===== config.mk =====
export PLATFORM = sky130hd
export DESIGN_NAME = axi_arbiter
export DESIGN_NICKNAME = d
export VERILOG_FILES = /design/src/rtl/axi_arbiter_pkg.sv /design/src/rtl/axi_arbiter_rr_arb2.sv /design/src/rtl/axi_arbiter.sv
export SDC_FILE = /design/constraint.sdc
export NUM_CORES = 1
export LEC_CHECK = 0
export CAP_MARGIN = 20
export CORE_AREA = 2 2 173 175
export DETAILED_ROUTE_END_ITERATION = 10
export DIE_AREA = 0 0 175 177
export GPL_TIMING_DRIVEN = 0
export SLEW_MARGIN = 10
export SYNTH_ARGS = -nofsm -noshare
export SYNTH_HDL_FRONTEND = slang
export SYNTH_SLANG_ARGS = --single-unit

===== constraint.sdc =====
create_clock -name clk -period 4.71 [get_ports clk]
set_clock_uncertainty 0.1 [all_clocks]
set_input_delay 1.413 -clock clk [delete_from_list [all_inputs] [get_ports clk]]
set_output_delay 1.413 -clock clk [all_outputs]
set_load 0.05 [all_outputs]

===== src/rtl/axi_arbiter_pkg.sv =====
// axi_arbiter_pkg: shared AXI4-lite channel bundles, FSM states and response codes for the arbiter
package axi_arbiter_pkg;
  localparam int ADDR_W = 32;
  localparam int DATA_W = 32;
  localparam logic [1:0] RESP_OKAY   = 2'b00;
  localparam logic [1:0] RESP_SLVERR = 2'b10;

  typedef struct packed {
    logic              ar_valid;
    logic [ADDR_W-1:0] ar_addr;
    logic              r_ready;
    logic              aw_valid;
    logic [ADDR_W-1:0] aw_addr;
    logic              w_valid;
    logic [DATA_W-1:0] w_data;
    logic [DATA_W/8-1:0] w_strb;
    logic              b_ready;
  } axi_req_t;

  typedef struct packed {
    logic              ar_ready;
    logic              r_valid;
    logic [DATA_W-1:0] r_data;
    logic [1:0]        r_resp;
    logic              aw_ready;
    logic              w_ready;
    logic              b_valid;
    logic [1:0]        b_resp;
  } axi_rsp_t;

  typedef enum logic [2:0] {
    IDLE,
    RD_ADDR,
    RD_DATA,
    WR,
    WR_RESP
  } arb_state_e;
endpackage


===== src/rtl/axi_arbiter_rr_arb2.sv =====
// rr_arb2: two-requester round-robin picker; on a tie the master that did not win last time is chosen
module rr_arb2 (
  input  logic [1:0] req_i,
  input  logic       last_i,
  output logic [1:0] gnt_o
);
  // a lone requester wins outright; a tie goes to the index opposite last_i
  always_comb gnt_o = (&req_i) ? (last_i ? 2'b01 : 2'b10) : req_i;
endmodule


===== src/rtl/axi_arbiter.sv =====
// axi_arbiter: 2:1 AXI4-lite arbiter, one outstanding transaction, round-robin between IFU (M0) and LSU (M1)
module axi_arbiter
  import axi_arbiter_pkg::*;
(
  input  logic           clk,
  input  logic           rst,
  input  axi_req_t [1:0] m_req_i,
  output axi_rsp_t [1:0] m_rsp_o,
  output axi_req_t       s_req_o,
  input  axi_rsp_t       s_rsp_i,
  output logic [1:0]     gnt_o,
  output logic           busy_o
);
  arb_state_e state_q, state_d;
  logic [1:0] gnt_q, gnt_d, pick, req;
  logic       last_q, last_d, aw_done_q, aw_done_d, w_done_q, w_done_d, idx;
  axi_req_t   g, q;
  axi_rsp_t   r;

  assign idx    = gnt_q[1];
  assign g      = m_req_i[idx];
  assign gnt_o  = gnt_q;
  assign busy_o = state_q != IDLE;
  assign req    = {m_req_i[1].ar_valid | m_req_i[1].aw_valid | m_req_i[1].w_valid,
                   m_req_i[0].ar_valid | m_req_i[0].aw_valid | m_req_i[0].w_valid};

  rr_arb2 u_rr (
    .req_i (req),
    .last_i(last_q),
    .gnt_o (pick)
  );

  // next-state logic and per-state channel forwarding; non-current channels keep valid/ready low
  always_comb begin
    state_d   = state_q;
    gnt_d     = gnt_q;
    last_d    = last_q;
    aw_done_d = aw_done_q;
    w_done_d  = w_done_q;
    q          = g;
    q.ar_valid = 1'b0;
    q.r_ready  = 1'b0;
    q.aw_valid = 1'b0;
    q.w_valid  = 1'b0;
    q.b_ready  = 1'b0;
    r          = s_rsp_i;
    r.ar_ready = 1'b0;
    r.r_valid  = 1'b0;
    r.aw_ready = 1'b0;
    r.w_ready  = 1'b0;
    r.b_valid  = 1'b0;
    case (state_q)
      IDLE: begin
        if (|pick) begin
          gnt_d   = pick;
          last_d  = pick[1];
          state_d = m_req_i[pick[1]].ar_valid ? RD_ADDR : WR;
        end
      end
      RD_ADDR: begin
        q.ar_valid = g.ar_valid;
        r.ar_ready = s_rsp_i.ar_ready;
        if (g.ar_valid && s_rsp_i.ar_ready) state_d = RD_DATA;
      end
      RD_DATA: begin
        q.r_ready = g.r_ready;
        r.r_valid = s_rsp_i.r_valid;
        if (g.r_ready && s_rsp_i.r_valid) begin
          state_d = IDLE;
          gnt_d   = '0;
        end
      end
      WR: begin
        q.aw_valid = g.aw_valid & ~aw_done_q;
        q.w_valid  = g.w_valid & ~w_done_q;
        r.aw_ready = s_rsp_i.aw_ready & ~aw_done_q;
        r.w_ready  = s_rsp_i.w_ready & ~w_done_q;
        aw_done_d  = aw_done_q | (q.aw_valid & s_rsp_i.aw_ready);
        w_done_d   = w_done_q | (q.w_valid & s_rsp_i.w_ready);
        if (aw_done_d && w_done_d) state_d = WR_RESP;
      end
      WR_RESP: begin
        q.b_ready = g.b_ready;
        r.b_valid = s_rsp_i.b_valid;
        if (g.b_ready && s_rsp_i.b_valid) begin
          state_d   = IDLE;
          gnt_d     = '0;
          aw_done_d = 1'b0;
          w_done_d  = 1'b0;
        end
      end
      default: state_d = IDLE;
    endcase
    s_req_o = (state_q == IDLE) ? '0 : q;
    m_rsp_o = '0;
    if (state_q != IDLE) m_rsp_o[idx] = r;
  end

  // state registers; active-low synchronous reset drops any in-flight handshake
  always_ff @(posedge clk) begin
    if (!rst) begin
      state_q   <= IDLE;
      gnt_q     <= '0;
      last_q    <= 1'b1;
      aw_done_q <= 1'b0;
      w_done_q  <= 1'b0;
    end else begin
      state_q   <= state_d;
      gnt_q     <= gnt_d;
      last_q    <= last_d;
      aw_done_q <= aw_done_d;
      w_done_q  <= w_done_d;
    end
  end
endmodule


Yosys cells after proc, flatten, opt, wreduce, memory -nomap -nowiden
Cells that the tools add are included.

word-level totals
  register bits = 8
  latch bits = 0
  bits in writable memories = 0
  memory bits (read-only) = 0
  input port bits = 253
  output and inout bits = 190
  logic and storage cells = 80
  memories kept = 0

operators by class
  $add $sub $neg = 0
  multipliers = 0
  divide/modulo/power cells = 0
  order comparisons = 3
  equality and inequality tests = 9
  shift operators = 0
  multiplexer cells = 33
  bitwise operators = 15
  reductions and logical operators = 15

operators by type and width
  kind                                                  number
  2-to-1 mux 105 bit                                    5
  AND 82 bit                                            1
  2-to-1 mux 82 bit                                     1
  demux 41 bit (select 1 bit)                           1
  2-to-1 mux 41 bit                                     1
  2-to-1 mux 3 bit                                      5
  case mux 3 bit (5 select lines)                       1
  2-to-1 mux 2 bit                                      7
  inequality test 2 bit (second input constant)         5
  2-to-1 mux 1 bit                                      9
  AND 1 bit                                             6
  equality test 3 x 2 -> 1 bit (second input constant)  2
  OR 1 bit                                              6
  case mux 2 bit (3 select lines)                       1
  AND reduction 2 bit                                   3
  nonzero test 3 bit                                    2
  logical AND 1 bit                                     5
  AND reduction 5 bit                                   1
  < comparator 1 x 2 -> 1 bit (second input constant)   2
  case mux 1 bit (2 select lines)                       2
  AND reduction 4 bit                                   1
  equality test 3 x 1 -> 1 bit (second input constant)  1
  equality test 3 bit (second input constant)           1
  zero test 3 bit                                       1
  4 further kinds                                       5

Longest topological paths before layout
Gate-level depths: netlist of run 1.

  word-level depth = 9
  mapped depth = 7
  gate-level depth less buffers = 5

By module
Synthesis of run 1 repeated with hierarchy kept, for this count alone.

unflattened totals
  cell total of the unflattened synthesis = 404
  area, all modules = 2,720.1 µm²

modules (own cells, without submodules)
  module       times used  cells each  area an instance (µm²)  sequential area each (µm²)
  axi_arbiter  1           401         2,701.3                 160.2
  rr_arb2      1           3           18.8                    0.0

Worst setup path after synthesis of run 1
OpenSTA, ideal clock, no wires.

  path kind = in2out
  start = input s_rsp_i[2] (netlist name)
  end = output m_rsp_o[2] (netlist name)
  arrival time = 2.944 ns
  data required time = 3.197 ns
  setup slack = 0.253 ns
  stages on the path = 2
  path buffers = 0
  cells stage by stage = nand2_1 > nor4_1

RTL lines
  item                RTL line           source
  start: declaration  axi_arbiter.sv:10  input axi_rsp_t s_rsp_i,
  end: declaration    axi_arbiter.sv:8   output axi_rsp_t [1:0] m_rsp_o,

==> out/metrics.yaml, run 1 <==
crit_arrival_ns: 3.10
boundaryPins: 443
antennaDiodeCount: 0
syn_area_per_cell_um2: 6.557
drtPass1Iterations: 4
gp_congestion: 0.8222
grt_overflow: 0
worstHoldPathType: "flip-flop to flip-flop"
ant_nets: 0
postCtsSetupBuffers: 0
min_period_ns: 4.611
die_area_um2: 30980
path_clk_slew_ns: 0.04
cts.root.buffer_cell: "clkbuf_16"
grt_pass1_wl_um: 28590
antenna_found_initial: 0
power_mw: 3.136
crit_type: "input port to output port"
num-nets-final: 1108
wirelength_um: 20590
rsz0062_at_grt: "no"
fin_tns_setup_ns: 0
port_buffers: 442
dpl.hpwl_um: 18340
ys_warn_count: 0
hold_buffers: 0
power_density_nw_per_um2: 408.6
drv_cap: 0
grt_pass1_vias: 4782
cp-start-kind: "input port"
grt_usage_pct: 12.09
syn_nets: 661
setup_viol: 0
cts.htree.levels: 1
post-route-drc-count: 0
status: "complete, no violations"
required_ns: 3.20
clock_sinks: 8
synth_ff_type: "dfxtp_1"
synth_edf_count: 0
p_leak_nw: 2.937
relSlewSlack_pct: 54.94
critPathMaxFanout: 3
avgRoutedWirePerCell_um: 16.57
maxSlewViolCount: 0
cts_tree: "done"
fmax_mhz: 216.9
cp-end-kind: "output port"
placementRows: 63
num_vias: 4678
drtIter0Drc: 123
vias_per_cell: 3.763
synth_seq_area_share_pct: 5.987
coreArea_um2: 29240
post-route-period-util_pct: 97.89
numCtsBuffers: 3
yosys.cell_types.count: 36
syn_inst: 408
drive_above_1_share_pct: 3.283
ir_drop_v: 0.0001356
nFillCells: 3201
syn2layout_area_growth_pct: 186.9
synthArstFlopShare_pct: 0
dp.cells: 1240
max_slew.worst_pin.slew_ns: 0.6759
grt_max_degree: 11
start_util_pct: 9.147
netlist_area_um2: 2675
hold_viol: 0
clockBufferDepth: 2
die_x_um: 175
die_h_um: 177
clock_latency_ns: 0.23
ys_ff_latch: 8
fin_cells: 1243
-- path summary, 6_finish.rpt --
path | startpoint | endpoint | slack (ns) | cells past startpoint
worst min-delay path | gnt_o[0] | gnt_o[0] | 0.39 | 2
worst max register to register | state_q[0] | gnt_o[1] | 2.65 | 5
worst min register to register | gnt_o[0] | gnt_o[0] | 0.39 | 2
worst max-delay path | s_rsp_i[2] | m_rsp_o[2] | 0.1 | 4
-- final cells by class --
type / count / area [um2] / share of cell area, %
Timing Repair Buffer: 442 / 4429 / 57.71
Multi-Input combinational cell: 353 / 2318 / 30.21
Tap cell: 390 / 488.0 / 6.358
Buffer: 44 / 192.7 / 2.511
Sequential cell: 8 / 160.2 / 2.087
Clock buffer: 3 / 75.07 / 0.9782
Inverter: 3 / 11.26 / 0.1467
-- through the flow --
step	hold slack [ns]	util (%)	setup WS, ns	cell area [um2]
global placement	0.3742	25.94	-0.1203	7587
detailed placement	0.3830	25.94	-0.09903	7587
floorplan	0.3825	-	0.2529	2675
global route	0.4103	26.24	0.004887	7675
CTS	0.3887	26.21	0.001354	7666
finish	0.3855	26.24	0.09922	7675
-- sequential cells by signal, indices dropped and copies added, names as in the netlist --
signal	cells
gnt_o	2
aw_done_q	1
state_q	3
last_q	1
w_done_q	1
-- worst max-delay path, cell delays in order --
cell and delay, ns:
clkdlybuf4s50_1 0.50, nand2_1 0.11, nor4_1 0.22, clkdlybuf4s50_1 0.86
-- synthesized netlist by cell type (all sizes together), types with 3 or more instances --
master | instances | area, um2
a21oi | 4 | 20.02
inv | 3 | 11.26
nor2b | 6 | 37.54
and3 | 73 | 456.7
buf | 16 | 80.08
clkbuf | 28 | 105.1
nor2 | 117 | 439.2
nand2 | 12 | 45.04
mux2i | 104 | 1041
a21boi | 3 | 22.52
nor3 | 8 | 56.31
dfxtp | 8 | 160.2
-- power by group --
part	total, mW	switching [mW]	internal [mW]
combinational	2.90	1.91	0.995
clock	0.144	0.0342	0.110
sequential	0.0918	0.0113	0.0805
-- cell families (layout without fill, tap and decap cells) --
kind of cell / count (synthesis) / count (layout) / synth area share [%]
DFF: 8 / 8 / 5.987
AOI/OAI and AO/OA: 19 / 19 / 5.098
and+or+nand+nor: 228 / 228 / 41.91
xor gates and xnor gates: 1 / 1 / 0.3275
buffers and inverters: 47 / 492 / 7.343
muxes: 105 / 105 / 39.34
-- cells in the final DEF, fill, tap and decap left out, types with 3 or more instances in the layout --
cell and instances:
clkbuf_2 4, clkdlybuf4s50_1 440, a21oi_1 4, mux2i_1 104, buf_2 15, nor2_1 117, clkbuf_1 24, dfxtp_1 8
nor2b_1 6, nand2_1 12, nor3_1 6, clkbuf_16 3, and3_1 73, a21boi_1 3
-- routing by layer --
metal  routed length [um]  track usage [%]  vias to the layer above
met1                 7735            13.40                     2075
met3                 1424            1.847                       13
met4                  228            1.840                        0
li1                     -                -                     2310
met5                    0                0                        -
met2                11200            24.37                      280
-- repair_timing --
item,in CTS,in global routing
setup endpoints to repair,69,6
hold endpoints to repair,0,0
gates resized for setup,3,5
Power figures use the tool's default switching activity.
==> inputs of run 2 (changes only) <==
--- a/config.mk
+++ b/config.mk
@@ -5,10 +5,11 @@
 export SDC_FILE = /design/constraint.sdc
 export NUM_CORES = 1
 export LEC_CHECK = 0
+export ABC_AREA = 1
 export CAP_MARGIN = 20
-export CORE_AREA = 2 2 173 175
+export CORE_AREA = 2 2 172 174
 export DETAILED_ROUTE_END_ITERATION = 10
-export DIE_AREA = 0 0 175 177
+export DIE_AREA = 0 0 174 176
 export GPL_TIMING_DRIVEN = 0
 export SLEW_MARGIN = 10
 export SYNTH_ARGS = -nofsm -noshare
==> out/metrics.yaml, run 2 <==
netlist_top_cells_count: "inv_2, a22oi_2, nor2_1, inv_1, nand2_1"
reg2reg_from: "gnt_o[1]"
synth_edf_count: 0
r2r-end: "state_q[1]"
status: "complete, no violations"
p_leak_nw: 3.384
min_to: "aw_done_q"
clock_latency_ns: 0.24
p_int_mw: 2.312
grt_pass1_vias: 4738
critPathMaxFanout: 2
num-nets-final: 1168
cts_tree: "done"
required_ns: 3.20
cp-end-kind: "output port"
ys_ff_latch: 8
synth_top_area_share_pct: 41.14
fin_tns_setup_ns: 0
ir_drop_v: 0.0002435
antennaDiodeCount: 0
gp_congestion: 0.8456
syn2layout_area_growth_pct: 163.7
setup_slack_ns: 0.1840
cts_resized: 0
regMostFlops: "state_q"
clockBufferDepth: 2
cts.htree.levels: 1
post-place-ws_ns: 0.1913
die_area_um2: 30620
netlist_area_um2: 3042
relSlewSlack_pct: 57.87
setup_viol: 0
drv_cap: 0
hold_buffers: 0
port_buffers: 442
p_seq_share_pct: 1.8
avgRoutedWirePerCell_um: 16.40
maxSlewViolCount: 0
cts.root.buffer_cell: "clkbuf_16"
ys_top_cells_by_area: "a22oi_2, inv_2, nor2_1"
ys_warn_count: 0
syn_inst: 468
numCtsBuffers: 3
syn_area_per_cell_um2: 6.499
drtPass1Iterations: 4
rrSetupSlack_ns: 3.12
hold_depth: 2
yosys.area.top_type: "a22oi_2"
drtIter0Drc: 87
path_clk_slew_ns: 0.04
yosys.cell_types.count: 22
p_sw_share_pct: 63.84
final_cell_mix: "clkdlybuf4s50_1, inv_2, a22oi_2, nor2_1, inv_1"
grt_usage_pct: 12.88
rr_worst_depth: 10
comb_power_share_pct: 95.9
post-route-period-util_pct: 96.09
rsz0062_at_grt: "no"
post-route-drc-count: 0
worstHoldPathType: "flip-flop to flip-flop"
switchingPower_mw: 4.082
p_clk_share_pct: 2.3
synth_ff_type: "dfxtp_1"
worstHoldStart: "aw_done_q"
start_util_pct: 10.65
grt_pass1_wl_um: 30040
coreArea_um2: 28550
num_vias: 4718
synthArstFlopShare_pct: 0
clock_sinks: 8
drive_above_1_share_pct: 27.49
placementRows: 62
crit_arrival_ns: 3.01
power_mw: 6.393
yosysMostFrequentCell: "inv_2"
vias_per_cell: 3.638
die_h_um: 176
crit_type: "input port to output port"
max_slew.worst_pin.slew_ns: 0.6299
min_period_ns: 4.526
largest_register_ffs: 3
antenna_found_initial: 2
grt_overflow: 0
die_x_um: 174
cp-start-kind: "input port"
grt_max_degree: 11
ant_nets: 0
layout_commonest_cell: "clkdlybuf4s50_1"
syn_nets: 721
power_density_nw_per_um2: 797.0
fmax_mhz: 220.9
dpl.hpwl_um: 18740
synth_seq_area_share_pct: 5.265
boundaryPins: 443
postCtsSetupBuffers: 0
nFillCells: 3112
wirelength_um: 21270
hold_viol: 0
-- run 2: final cells by class --
type / count / area (um2) / share of cell area, %
Inverter: 158 / 593.1 / 7.394
Multi-Input combinational cell: 272 / 1996 / 24.88
Buffer: 30 / 292.8 / 3.650
Clock buffer: 3 / 75.07 / 0.9359
Tap cell: 384 / 480.5 / 5.990
Sequential cell: 8 / 160.2 / 1.997
Timing Repair Buffer: 442 / 4424 / 55.16
-- run 2: logic make-up after synthesis --
kind of cell	Yosys count	share of synthesized area (%)
AOI/OAI and AO/OA	111	42.95
and+or+nand+nor	161	22.67
buffers and inverters	188	29.12
DFF	8	5.265
-- run 2: routing by layer --
layer	GRT usage [%]	vias up	share of wire (%)
met4	2.416	4	1.6
met5	0	-	0.11
met1	16.40	2135	43
met2	22.66	219	49
met3	2.562	19	6.3
li1	-	2341	-
-- run 2: worst max path at each step --
stage	from	endpoint	slack [ns]	cells past startpoint
2_1_floorplan	s_rsp_i[39]	m_rsp_o[39]	0.67	2
3_3_place_gp	m_req_i[209]	s_req_o[104]	0.20	6
3_5_place_dp	m_req_i[209]	s_req_o[104]	0.19	6
4_1_cts	s_rsp_i[3]	m_rsp_o[44]	0.18	4
5_1_grt	m_req_i[175]	s_req_o[70]	0.06	6
6_report	m_req_i[175]	s_req_o[70]	0.18	6
-- run 2: power by group through the flow --
stage / registers (mW) / logic, mW / clock network [mW]
global route: 0.122 / 6.41 / 0.149
global placement: 0.117 / 6.18 / 0
floorplan: 0.132 / 4.14 / 0
finish: 0.118 / 6.13 / 0.148
CTS: 0.118 / 6.21 / 0.148
detailed placement: 0.118 / 6.18 / 0
-- run 2: worst max-delay path, cell delays in order --
cell             delay (ns)
clkdlybuf4s50_1        0.48
nand2_1                0.05
nand2_1                0.09
nand2_1                0.05
nor2_1                 0.10
clkdlybuf4s50_1        0.82
-- run 2: metrics by stage --
stage / instances / utilization [%] / hold WS [ns] / cell area, um2
finish: 1297 / 28.10 / 0.3730 / 8021
global route: 1297 / 28.10 / 0.3860 / 8021
CTS: 1297 / 28.10 / 0.3659 / 8021
detailed placement: 1294 / 27.84 / 0.3607 / 7946
global placement: 1294 / 27.84 / 0.3530 / 7946
floorplan: 468 / - / 0.3409 / 3042
==> inputs of run 3 (changes only) <==
--- a/config.mk
+++ b/config.mk
@@ -11,6 +11,7 @@
 export DETAILED_ROUTE_END_ITERATION = 10
 export DIE_AREA = 0 0 174 176
 export GPL_TIMING_DRIVEN = 0
+export HOLD_SLACK_MARGIN = 0.05
 export SLEW_MARGIN = 10
 export SYNTH_ARGS = -nofsm -noshare
 export SYNTH_HDL_FRONTEND = slang
==> results of run 3 <==
No change in the layout: final DEF, timing and power equal those of run 2.
